`src/rtl/io_input_conditioner.sv`:
```
// io_input_conditioner
//   Conditions raw external pins for the 8-bit I/O port block. Each bit has:
//     - a multi-flop synchroniser
//     - a counter-based debouncer
//     - registered rise/fall pulses
//   Optional sticky change interrupt: define IO_IRQ_EN to add change_irq/irq_ack.
//   Every output is a flop output, so no input reaches an output combinationally.
module io_input_conditioner #(
  parameter int WIDTH           = 8,
  parameter int SYNC_STAGES     = 2,   // 2 or more
  parameter int DEBOUNCE_CYCLES = 16   // 1 or more
) (
  input  logic             clk,
  input  logic             reset,
  input  logic [WIDTH-1:0] pin_in,
  output logic [WIDTH-1:0] io_input,
  output logic [WIDTH-1:0] rise,
  output logic [WIDTH-1:0] fall
`ifdef IO_IRQ_EN
  ,
  output logic             change_irq,
  input  logic             irq_ack
`endif
);

  localparam int CNT_W = $clog2(DEBOUNCE_CYCLES + 1);
  localparam logic [CNT_W-1:0] CNT_LAST = CNT_W'(DEBOUNCE_CYCLES - 1);

  logic [WIDTH-1:0] sync_q [SYNC_STAGES];
  logic [WIDTH-1:0] s;
  logic [CNT_W-1:0] cnt_q  [WIDTH];
  logic [CNT_W-1:0] cnt_d  [WIDTH];
  logic [WIDTH-1:0] level_q, level_d;
  logic [WIDTH-1:0] rise_q, rise_d;
  logic [WIDTH-1:0] fall_q, fall_d;

  // Synchroniser chain: flop to flop with nothing in between.
  // NOTE: the sync and counter arrays are reset explicitly; they are a few
  // flops, not RAM, and a reset must discard any partial debounce count.
  always_ff @(posedge clk or posedge reset) begin
    if (reset) begin
      for (int k = 0; k < SYNC_STAGES; k++) sync_q[k] <= '0;
    end else begin
      // NOTE: non-blocking assignments make every stage sample the old
      // value of the previous stage, giving a true shift register.
      sync_q[0] <= pin_in;
      for (int k = 1; k < SYNC_STAGES; k++) sync_q[k] <= sync_q[k-1];
    end
  end

  assign s = sync_q[SYNC_STAGES-1];

  // Per-bit debounce: a new level must persist DEBOUNCE_CYCLES synchronised cycles.
  always_comb begin
    // NOTE: defaults first so every path assigns every output: no latches.
    level_d = level_q;
    rise_d  = '0;
    fall_d  = '0;
    cnt_d   = cnt_q;
    for (int i = 0; i < WIDTH; i++) begin
      if (s[i] == level_q[i]) begin
        cnt_d[i] = '0;
      end else if (cnt_q[i] == CNT_LAST) begin
        level_d[i] = s[i];
        cnt_d[i]   = '0;
        rise_d[i]  = s[i];
        fall_d[i]  = ~s[i];
      end else begin
        cnt_d[i] = cnt_q[i] + CNT_W'(1);
      end
    end
  end

  // Debounce state, accepted level and edge pulses.
  always_ff @(posedge clk or posedge reset) begin
    if (reset) begin
      for (int i = 0; i < WIDTH; i++) cnt_q[i] <= '0;
      level_q <= '0;
      rise_q  <= '0;
      fall_q  <= '0;
    end else begin
      cnt_q   <= cnt_d;
      level_q <= level_d;
      rise_q  <= rise_d;
      fall_q  <= fall_d;
    end
  end

  assign io_input = level_q;
  assign rise     = rise_q;
  assign fall     = fall_q;

`ifdef IO_IRQ_EN
  logic irq_q, irq_d;

  // Sticky flag: any accepted edge sets it (set beats ack), ack clears it.
  always_comb begin
    irq_d = irq_q;
    if (|(rise_q | fall_q)) irq_d = 1'b1;
    else if (irq_ack)       irq_d = 1'b0;
  end

  // Interrupt flag register.
  always_ff @(posedge clk or posedge reset) begin
    if (reset) irq_q <= 1'b0;
    else       irq_q <= irq_d;
  end

  assign change_irq = irq_q;
`endif

endmodule
```
`config.mk`:
```
export PLATFORM = sky130hd
export DESIGN_NAME = io_input_conditioner
export DESIGN_NICKNAME = d
export VERILOG_FILES = /design/src/rtl/io_input_conditioner.sv
export SDC_FILE = /design/constraint.sdc
export NUM_CORES = 1
export LEC_CHECK = 0
export ABC_CLOCK_PERIOD_IN_PS = 4160
export CAP_MARGIN = 20
export CORE_UTILIZATION = 40
export CTS_BUF_LIST = sky130_fd_sc_hd__clkbuf_4
export DETAILED_ROUTE_END_ITERATION = 6
export RECOVER_POWER = 50
export SLEW_MARGIN = 5
export SYNTH_ARGS = -nofsm -noshare
export SYNTH_HDL_FRONTEND = slang
export SYNTH_SLANG_ARGS = --single-unit
```
`constraint.sdc`:
```
create_clock -name clk -period 4.16 [get_ports clk]
set_clock_uncertainty 0.2 [all_clocks]
set_input_delay 1.04 -clock clk [delete_from_list [all_inputs] [get_ports clk]]
set_output_delay 1.04 -clock clk [all_outputs]
set_load 0.005 [all_outputs]
```
Word level (Yosys, flattened, before mapping)
Index checks and enable logic that the tools add are counted.
{ "classes": {"add_sub_neg": 8, "n_eq_ne": 16, "mux": 48, "bitwise": 16, "reduce_logical": 8} }
{ "op_table": {"columns": ["cell", "n"], "rows": [
  ["two-way mux 5 bit", 16],
  ["adder 5 x 1 -> 5 bit, second input constant", 8],
  ["== test 5 x 4 -> 1 bit, second input constant", 8],
  ["two-way mux 1 bit", 32],
  ["NOT 1 bit", 16],
  ["AND reduction 2 bit", 8],
  ["== test 1 bit", 8]
]} }
{ "totals": {"register_bits": 80, "input_bits": 10, "output_inout_bits": 24, "wordCells": 116} }

Logic depth before layout (Yosys ltp)
Gate-level depths: netlist of run 1.
{ "logic_depth": {"word_depth": 3, "mapped_depth": 4, "mapped_depth_nobuf": 4} }

Least setup slack after synthesis of run 1
OpenSTA, ideal clock, no wires.
{ "synth_path": {"path_kind": "flip-flop to output port", "from": "register level_q[0] (netlist: io_input[0])", "to": "output port io_input[0]", "arrival_ns": 0.396, "required_ns": 2.920, "path_slack_ns": 2.524, "stages_incl_launch_ff": 1, "n_path_buf": 0, "path_cell_list": "dfrtp_1"} }
{ "synth_rtl": {"columns": ["element", "line", "source"], "rows": [
  ["start: declaration", "33", "logic [WIDTH-1:0] level_q, level_d;"],
  ["start signal: assignment", "83", "level_q <= level_d;"],
  ["end: declaration", "16", "output logic [WIDTH-1:0] io_input,"]
]} }
No word-level cell between the ends.

Worst setup path in the final report of run 1
{ "layout_path": {"from": "register level_q[4] (netlist: io_input[4])", "to": "output port io_input[4]"} }
No word-level cell between the ends.

==> results of run 1 <==
## registers in the layout (all words and copies together) (netlist names)
signal and cells:
cnt_q 40, fall 8, io_input 8, rise 8, s 8, sync_q 8
## area by class of cell
type	count	area share [%]
Clock inverter	6	1.71
Multi-Input combinational cell	128	25.8
Sequential cell	80	56.9
Timing Repair Buffer	35	9.82
Clock buffer	10	2.13
Inverter	1	0.142
Tap cell	99	3.52
## cells by family after synthesis
group	share of synthesized area, %
muxes	3.93
AOI/OAI and AO/OA	1.64
DFF	65.5
xor gates and xnor gates	6.88
and+or+nand+nor	18.6
buffers and inverters	0.123
adders and majority gates	3.28
## cell usage in the layout (no fill, tap or decap)
cell type and count:
bufinv_16 1, xor2_1 24, dfrtp_1 80, nor3b_1 16
clkdlybuf4s50_1 24, mux2_1 8, nor2_1 16, clkinv_4 1
clkinv_2 2, and2_1 2, buf_4 2, a31oi_1 8
clkbuf_4 10, nand2_1 16, dlygate4sd3_1 9, ha_1 8
clkinvlp_2 1, clkinvlp_4 1, clkinv_1 1, and3_1 2
and2_0 7, nand4b_1 8, nand3_1 8, and3_2 5
## metrics by stage
stage	power (uW)	hold slack [ps]
3_5_place_dp	911	135
3_3_place_gp	908	134
6_report	1320	160
4_1_cts	1350	162
5_1_grt	1400	173
2_1_floorplan	884	131
## power groups by stage
stage	clock, uW	combinational [uW]	sequential [uW]
global placement	0	66.3	842
detailed placement	0	68.5	842
global route	497	73.6	829
floorplan	0	46.6	838
finish	437	61.6	825
CTS	458	68.5	828
## per-layer routing
metal	share of wire (%)	global-route usage, %	wire length (um)
met1	47	16.5	2080
met2	46	21.7	2030
met3	5.1	6.56	226
met4	1.4	6.06	62
met5	0	0	0
## path summary, 6_finish.rpt
| path | cells after the start | startpoint | endpoint |
|---|---|---|---|
| min in group asynchronous | 2 | reset | io_input[2]$_DFFE_PP0P_ |
| max in group asynchronous | 3 | reset | cnt_q[8]$_DFF_PP0_ |
| max | 1 | io_input[4]$_DFFE_PP0P_ | io_input[4] |
| min reg2reg | 0 | sync_q[12]$_DFF_PP0_ | s[4]$_DFF_PP0_ |
| min | 0 | sync_q[12]$_DFF_PP0_ | s[4]$_DFF_PP0_ |
| max reg2reg | 3 | cnt_q[15]$_DFF_PP0_ | io_input[4]$_DFFE_PP0P_ |
==> results.toml, run 1 <==
[sta]
max_freq_mhz = 381
fin_crit_ps = 2630
fin_crit_sh_pct = 63.1
hold_violations = 0
finalSetupViolCount = 0
totalNegativeSetupSlack_ps = 0
slew_violations = 1
slew_headroom_pct = -0.270
worst_pin_slew_ps = 1500
grt_setup_unrepaired = "no"
fin_ws_ps = 1530

[synth]
synthesis.nets = 227
netlist_instances = 209
synth_commonest_cells = "dfrtp_1 (80), xor2_1 (24), nand2_1 (16), nor2_1 (16), nor3b_1 (16)"
yosys_warnings = 0
syn_area_per_cell_sq_um = 14.6
syn-cell-area_sq_um = 3050
synth_area_leaders = "dfrtp_1 (66%), xor2_1 (6.9%), nand4b_4 (5.4%), mux2_4 (3.9%), nor3b_1 (3.9%)"
synth.most_common_cell = "dfrtp_1"
async_reset_ff_share_pct = 100
ys_ff_latch = 80
yosysTopAreaCellShare_pct = 65.5
synth-main-ff-cell = "dfrtp_1"
synth-seq-area-share_pct = 65.5
yosysTopAreaCell = "dfrtp_1"
synth_edf_count = 0
synth.distinct_cells = 15

[cells_and_area]
multiInputGateArea_sq_um = 907
final_cell_area_sq_um = 3520
num_antenna_cells = 0
nNetsFinal = 273
fillers = 673
post-route-util_pct = 48.0
regArea_sq_um = 2000
areaGrowthSynthToFinish_pct = 15.2
layout-drive-gt1-share_pct = 8.85
fin_cells = 359

[outcome]
violations = "capacitance limit, slew limit"
outcome = "finished, violations left"

[die]
die_h_um = 89.4
die_area_sq_um = 7990
die_x_um = 89.4
placementRows = 31
core-area_sq_um = 7330
ioPinCount = 34
start_util_pct = 41.7

[power_and_ir_drop]
p_sw_uw = 304
leakage_uw = 0.00170
combPwrFrac_pct = 4.7
clkPwrFrac_pct = 33.0
p_seq_share_pct = 62.3
vdd_drop_max_v = 0.000164
internal_power_uw = 1020
switching_share_pct = 23.0
power_density_nw_per_um2 = 376

[cts]
path_clk_slew_ps = 120
clock_latency_ps = 420
cts_hold_buf = 0
clk_path_buf_depth = 2
numCtsBuffers = 9
clock_sink_count = 80
cts_resized = 0
postCtsSetupBuffers = 0
cts_tree = "done"
cts-root-buf = "clkbuf_4"
cts_max_level = 3

[grt]
globalRouteOverflowTotal = 0
grtUsageTotal_pct = 13.9
grt_pass1_vias = 1741
grt_first_pass_wirelength_um = 7960
antenna_found_initial = 0
grt_max_degree = 35

[placement]
dpl_cell_area_sq_um = 3520
portBuffers = 33
hpwl_um = 2950
place_congestion = 0.745
dp_cells = 343
post-place-ws_ps = 1700

[worst_setup_path]
critPathTopFamily = "buffers and inverters"
cp_max_fo = 5
crit_chain = "clkdlybuf4s50_1"
slowest_delay_ps = 530
crit_type = "register to output port"
crit_buf_inv = 1
slowest_stage = "clkdlybuf4s50_1"
cp.required_ps = 2920
start_kind = "register"
crit_path_end_kind = "output port"
crit_arrival_ps = 1390
r2r_slack_ps = 2630

[route]
drtAntennaViolNets = 0
via_per_inst = 4.69
drtPass1Iterations = 4
vias = 1683
wl_um = 4400
drtIter0Drc = 68
routedWlPerCell_um = 12.3
route.detailed.drc = 0

[min_path]
hp-class = "register to register"

[run]
maxCapViolCount = 1
(Power assumes the default switching activity.)
==> inputs of run 2 (changes only) <==
- ABC_CLOCK_PERIOD_IN_PS: 4160 -> 2200
- clock period: 4.16 -> 2.2 ns (I/O delays scaled with it)
==> results.toml, run 2 (synthesis gave the netlist of run 1 again) <==
[sta]
hold_ws_ps = 160
fin_crit_ps = 2140
slew_violations = 0
max_freq_mhz = 468
finalSetupViolCount = 0
slew_headroom_pct = 37.6
totalNegativeSetupSlack_ps = 0
grt_setup_unrepaired = "no"
fin_crit_sh_pct = 97.1
hold_violations = 0
worst_pin_slew_ps = 936

[worst_setup_path]
cp.required_ps = 1450
crit_type = "register to output port"
start_kind = "register"
r2r_cells = 3
crit_buf_inv = 1
critPathTopFamily = "buffers and inverters"
slowest_stage = "clkdlybuf4s50_1"
crit_path_end_kind = "output port"
crit_chain = "clkdlybuf4s50_1"
cp_max_fo = 5
cp.depth = 1
crit_arrival_ps = 1390
slowest_delay_ps = 530

[cts]
cts_tree = "done"
clock_latency_ps = 400
numCtsBuffers = 9
cts_max_level = 3
path_clk_slew_ps = 120
clock_sink_count = 80
cts-root-buf = "clkbuf_4"
clk_path_buf_depth = 2

[route]
vias = 1726
drtIter0Drc = 67
wl_um = 4550
drtAntennaViolNets = 0
route.detailed.drc = 0
via_per_inst = 4.72
drtPass1Iterations = 4
routedWlPerCell_um = 12.4

[grt]
grt_first_pass_wirelength_um = 8000
grt_pass1_vias = 1754
grtUsageTotal_pct = 13.7
antenna_found_initial = 0
globalRouteOverflowTotal = 0
grt_max_degree = 44

[die]
die_h_um = 89.4
core-area_sq_um = 7330
start_util_pct = 41.7
ioPinCount = 34
die_area_sq_um = 7990
placementRows = 31
die_x_um = 89.4

[placement]
dp_cells = 344
portBuffers = 33
place_congestion = 0.709
hpwl_um = 3170

[power_and_ir_drop]
clkPwrFrac_pct = 35.7
power_density_nw_per_um2 = 703
power_uw = 2620
vdd_drop_max_v = 0.000298
p_seq_share_pct = 59.6
combPwrFrac_pct = 4.7
internal_power_uw = 2040
switching_share_pct = 22.0
leakage_uw = 0.00207
p_sw_uw = 578

[cells_and_area]
num_antenna_cells = 0
final_cell_mix = "dfrtp_1 (79), xor2_1 (24), clkdlybuf4s50_1 (24)"
fin_cells = 366
layout_commonest_cell = "dfrtp_1"
top_register = "cnt_q"
layout-drive-gt1-share_pct = 17.2
nNetsFinal = 280
post-route-util_pct = 50.9
areaGrowthSynthToFinish_pct = 22.1
largest_reg_flops = 40

[min_path]
holdPathStages = 0
hp-class = "register to register"

[run]
maxCapViolCount = 0

[outcome]
outcome = "finished, final reports clean"
## run 2: worst paths after layout
path                                    startpoint                      end  slack, ps
max in group asynchronous                    reset  io_input[1]$_DFFE_PP0P_        300
max reg2reg                     cnt_q[0]$_DFF_PP0_  io_input[7]$_DFFE_PP0P_        750
max                        io_input[7]$_DFFE_PP0P_              io_input[7]         60
min in group asynchronous                    reset        fall[2]$_DFF_PP0_        350
min                           sync_q[12]$_DFF_PP0_           s[4]$_DFF_PP0_        160
min reg2reg                   sync_q[12]$_DFF_PP0_           s[4]$_DFF_PP0_        160
## run 2: repair_timing
item	CTS	global route
resized for setup	0	1
hold endpoints to repair	0	0
buffers inserted	0	6
endpoints found under the setup margin	0	5
hold buffers	0	0
## run 2: metrics by stage
step	cell area, sq um	worst slack [ps]
after global routing	3730	2.24
after detailed placement	3550	515
after floorplan	3060	540
after CTS	3710	31.1
final	3730	64.2
after global placement	3550	532
## run 2: metal layers
metal | vias up | part of all wire, % | track usage, %
met5 | - | 0 | 0
met4 | 0 | 2.5 | 9.09
met3 | 10 | 2.9 | 2.86
met2 | 28 | 48 | 21.2
met1 | 860 | 47 | 17.5
li1 | 828 | - | -
## run 2: power by group through the flow
stage | sequential, uW | combinational (uW) | clock [uW]
floorplan | 1580 | 88.5 | 0
global placement | 1590 | 131 | 0
detailed placement | 1590 | 134 | 0
CTS | 1560 | 135 | 985
global route | 1570 | 143 | 1050
finish | 1560 | 122 | 937
## run 2: cell type report
| type | count | area, sq um |
|---|---|---|
| clock buffers | 10 | 75.1 |
| clock inverters | 6 | 83.8 |
| fillers | 621 | 3600 |
| inverters | 1 | 5.00 |
| multi-input cells | 128 | 1050 |
| flip-flops and latches | 80 | 2000 |
| well taps | 99 | 124 |
| repair buffers | 42 | 390 |
==> inputs of run 3 (changes only) <==
- SETUP_SLACK_MARGIN: not set -> 0.3
==> results.toml, run 3 (synthesis gave the netlist of run 1 again) <==
[sta]
grt_setup_unrepaired = "no"
totalNegativeSetupSlack_ps = 0
max_freq_mhz = 549
fin_crit_ps = 1820
worst_pin_slew_ps = 634
slew_violations = 0
fin_crit_sh_pct = 82.8
slew_headroom_pct = 57.7
finalSetupViolCount = 0
hold_ws_ps = 159
hold_violations = 0

[cells_and_area]
top_register = "cnt_q"
layout_commonest_cell = "dfrtp_1"
nNetsFinal = 283
largest_reg_flops = 40
final_cell_area_sq_um = 3720
areaGrowthSynthToFinish_pct = 22.0
fillers = 630
num_antenna_cells = 0
layout-drive-gt1-share_pct = 18.1
final_cell_mix = "dfrtp_1 (80), xor2_1 (24), dlygate4sd2_1 (24)"

[outcome]
outcome = "finished, final reports clean"

[grt]
antenna_found_initial = 0
globalRouteOverflowTotal = 0
grtUsageTotal_pct = 14.0
grt_pass1_vias = 1805
grt_max_degree = 44
grt_first_pass_wirelength_um = 8200

[power_and_ir_drop]
internal_power_uw = 2050
switching_share_pct = 22.0
p_sw_uw = 578
p_seq_share_pct = 59.6
combPwrFrac_pct = 4.7
leakage_uw = 0.00221
power_density_nw_per_um2 = 704
vdd_drop_max_v = 0.000299
clkPwrFrac_pct = 35.7

[die]
die_x_um = 89.4
ioPinCount = 34
core-area_sq_um = 7330
start_util_pct = 41.7
die_area_sq_um = 7990
die_h_um = 89.4
placementRows = 31

[route]
drtIter0Drc = 51
dr_wl_met2_um = 2160
route.detailed.drc = 0
drtAntennaViolNets = 0
drtPass1Iterations = 4
via_per_inst = 4.70
highest_layer = "met4"
routedWlPerCell_um = 12.4
met3_wirelength_um = 128
wl_um = 4580
vias = 1733
met1Wirelength_um = 2180

[cts]
clock_sink_count = 80
cts-root-buf = "clkbuf_4"
path_clk_slew_ps = 120
numCtsBuffers = 9
cts_tree = "done"
cts_hold_buf = 0
cts_max_level = 3
clock_latency_ps = 400
clk_path_buf_depth = 2

[placement]
hpwl_um = 3170
dpl_cell_area_sq_um = 3550
place_congestion = 0.709
portBuffers = 33

[worst_setup_path]
cp.required_ps = 1450
cp_max_fo = 2
crit_arrival_ps = 1070
critPathTopFamily = "flip-flops"
crit_buf_inv = 1
slowest_delay_ps = 400
start_kind = "register"
crit_chain = "dlygate4sd2_1"
crit_path_end_kind = "output port"
crit_type = "register to output port"
slowest_stage = "dfrtp_1"

[min_path]
hp-class = "register to register"

[run]
maxCapViolCount = 0
## run 3: changes by cell type in the layout (fill, tap and decap cells not counted), sizes merged
| cell | previous run | this run |
|---|---|---|
| buf | 6 | 10 |
| clkbuf | 13 | 12 |
| clkdlybuf4s50 | 24 | 0 |
| dlygate4sd2 | 0 | 24 |
## run 3: per-stage QoR
step           std cells  util [%]  power (uW)  setup slack (ps)
2_1_floorplan        209         -        1670               540
5_1_grt              369      50.8        2760               300
4_1_cts              368      51.0        2690               337
6_report             369      50.8        2620               378
3_5_place_dp         344      48.4        1730               515
3_3_place_gp         344      48.4        1720               532
## run 3: final timing paths
path                                    startpoint  cells past startpoint  slack [ps]                  end
max reg2reg                io_input[5]$_DFFE_PP0P_                      5         740  cnt_q[14]$_DFF_PP0_
max in group asynchronous                    reset                      3         530  cnt_q[36]$_DFF_PP0_
min                           sync_q[12]$_DFF_PP0_                      0         160       s[4]$_DFF_PP0_
min reg2reg                   sync_q[12]$_DFF_PP0_                      0         160       s[4]$_DFF_PP0_
max                        io_input[7]$_DFFE_PP0P_                      1         380          io_input[7]
min in group asynchronous                    reset                      2         360    fall[2]$_DFF_PP0_
## run 3: what timing repair did
action                     in CTS  in global routing
setup endpoints to repair      24                  1
setup buffers                   8                  1
resized for setup              24                  0
cloned                          0                  0
## run 3: power by group through the flow
stage / sequential, uW / clock, uW / combinational [uW]
final: 1560 / 937 / 122
after global routing: 1570 / 1050 / 143
after CTS: 1560 / 985 / 135
after detailed placement: 1590 / 0 / 134
after global placement: 1590 / 0 / 131
after floorplan: 1580 / 0 / 88.5
## run 3: final cells by class
type	instances	area, sq um	area share, %
inverter	1	5.00	0.134
tap	99	124	3.33
multi-input combinational	128	1050	28.1
timing repair buffer	45	387	10.4
clock buffer	10	75.1	2.02
sequential	80	2000	53.7
clock inverter	6	83.8	2.25
## run 3: per-layer routing
layer | up-vias | GRT usage, %
met5 | - | 0
met4 | 0 | 9.09
met3 | 10 | 2.86
met2 | 28 | 22.1
met1 | 857 | 17.7
li1 | 838 | -
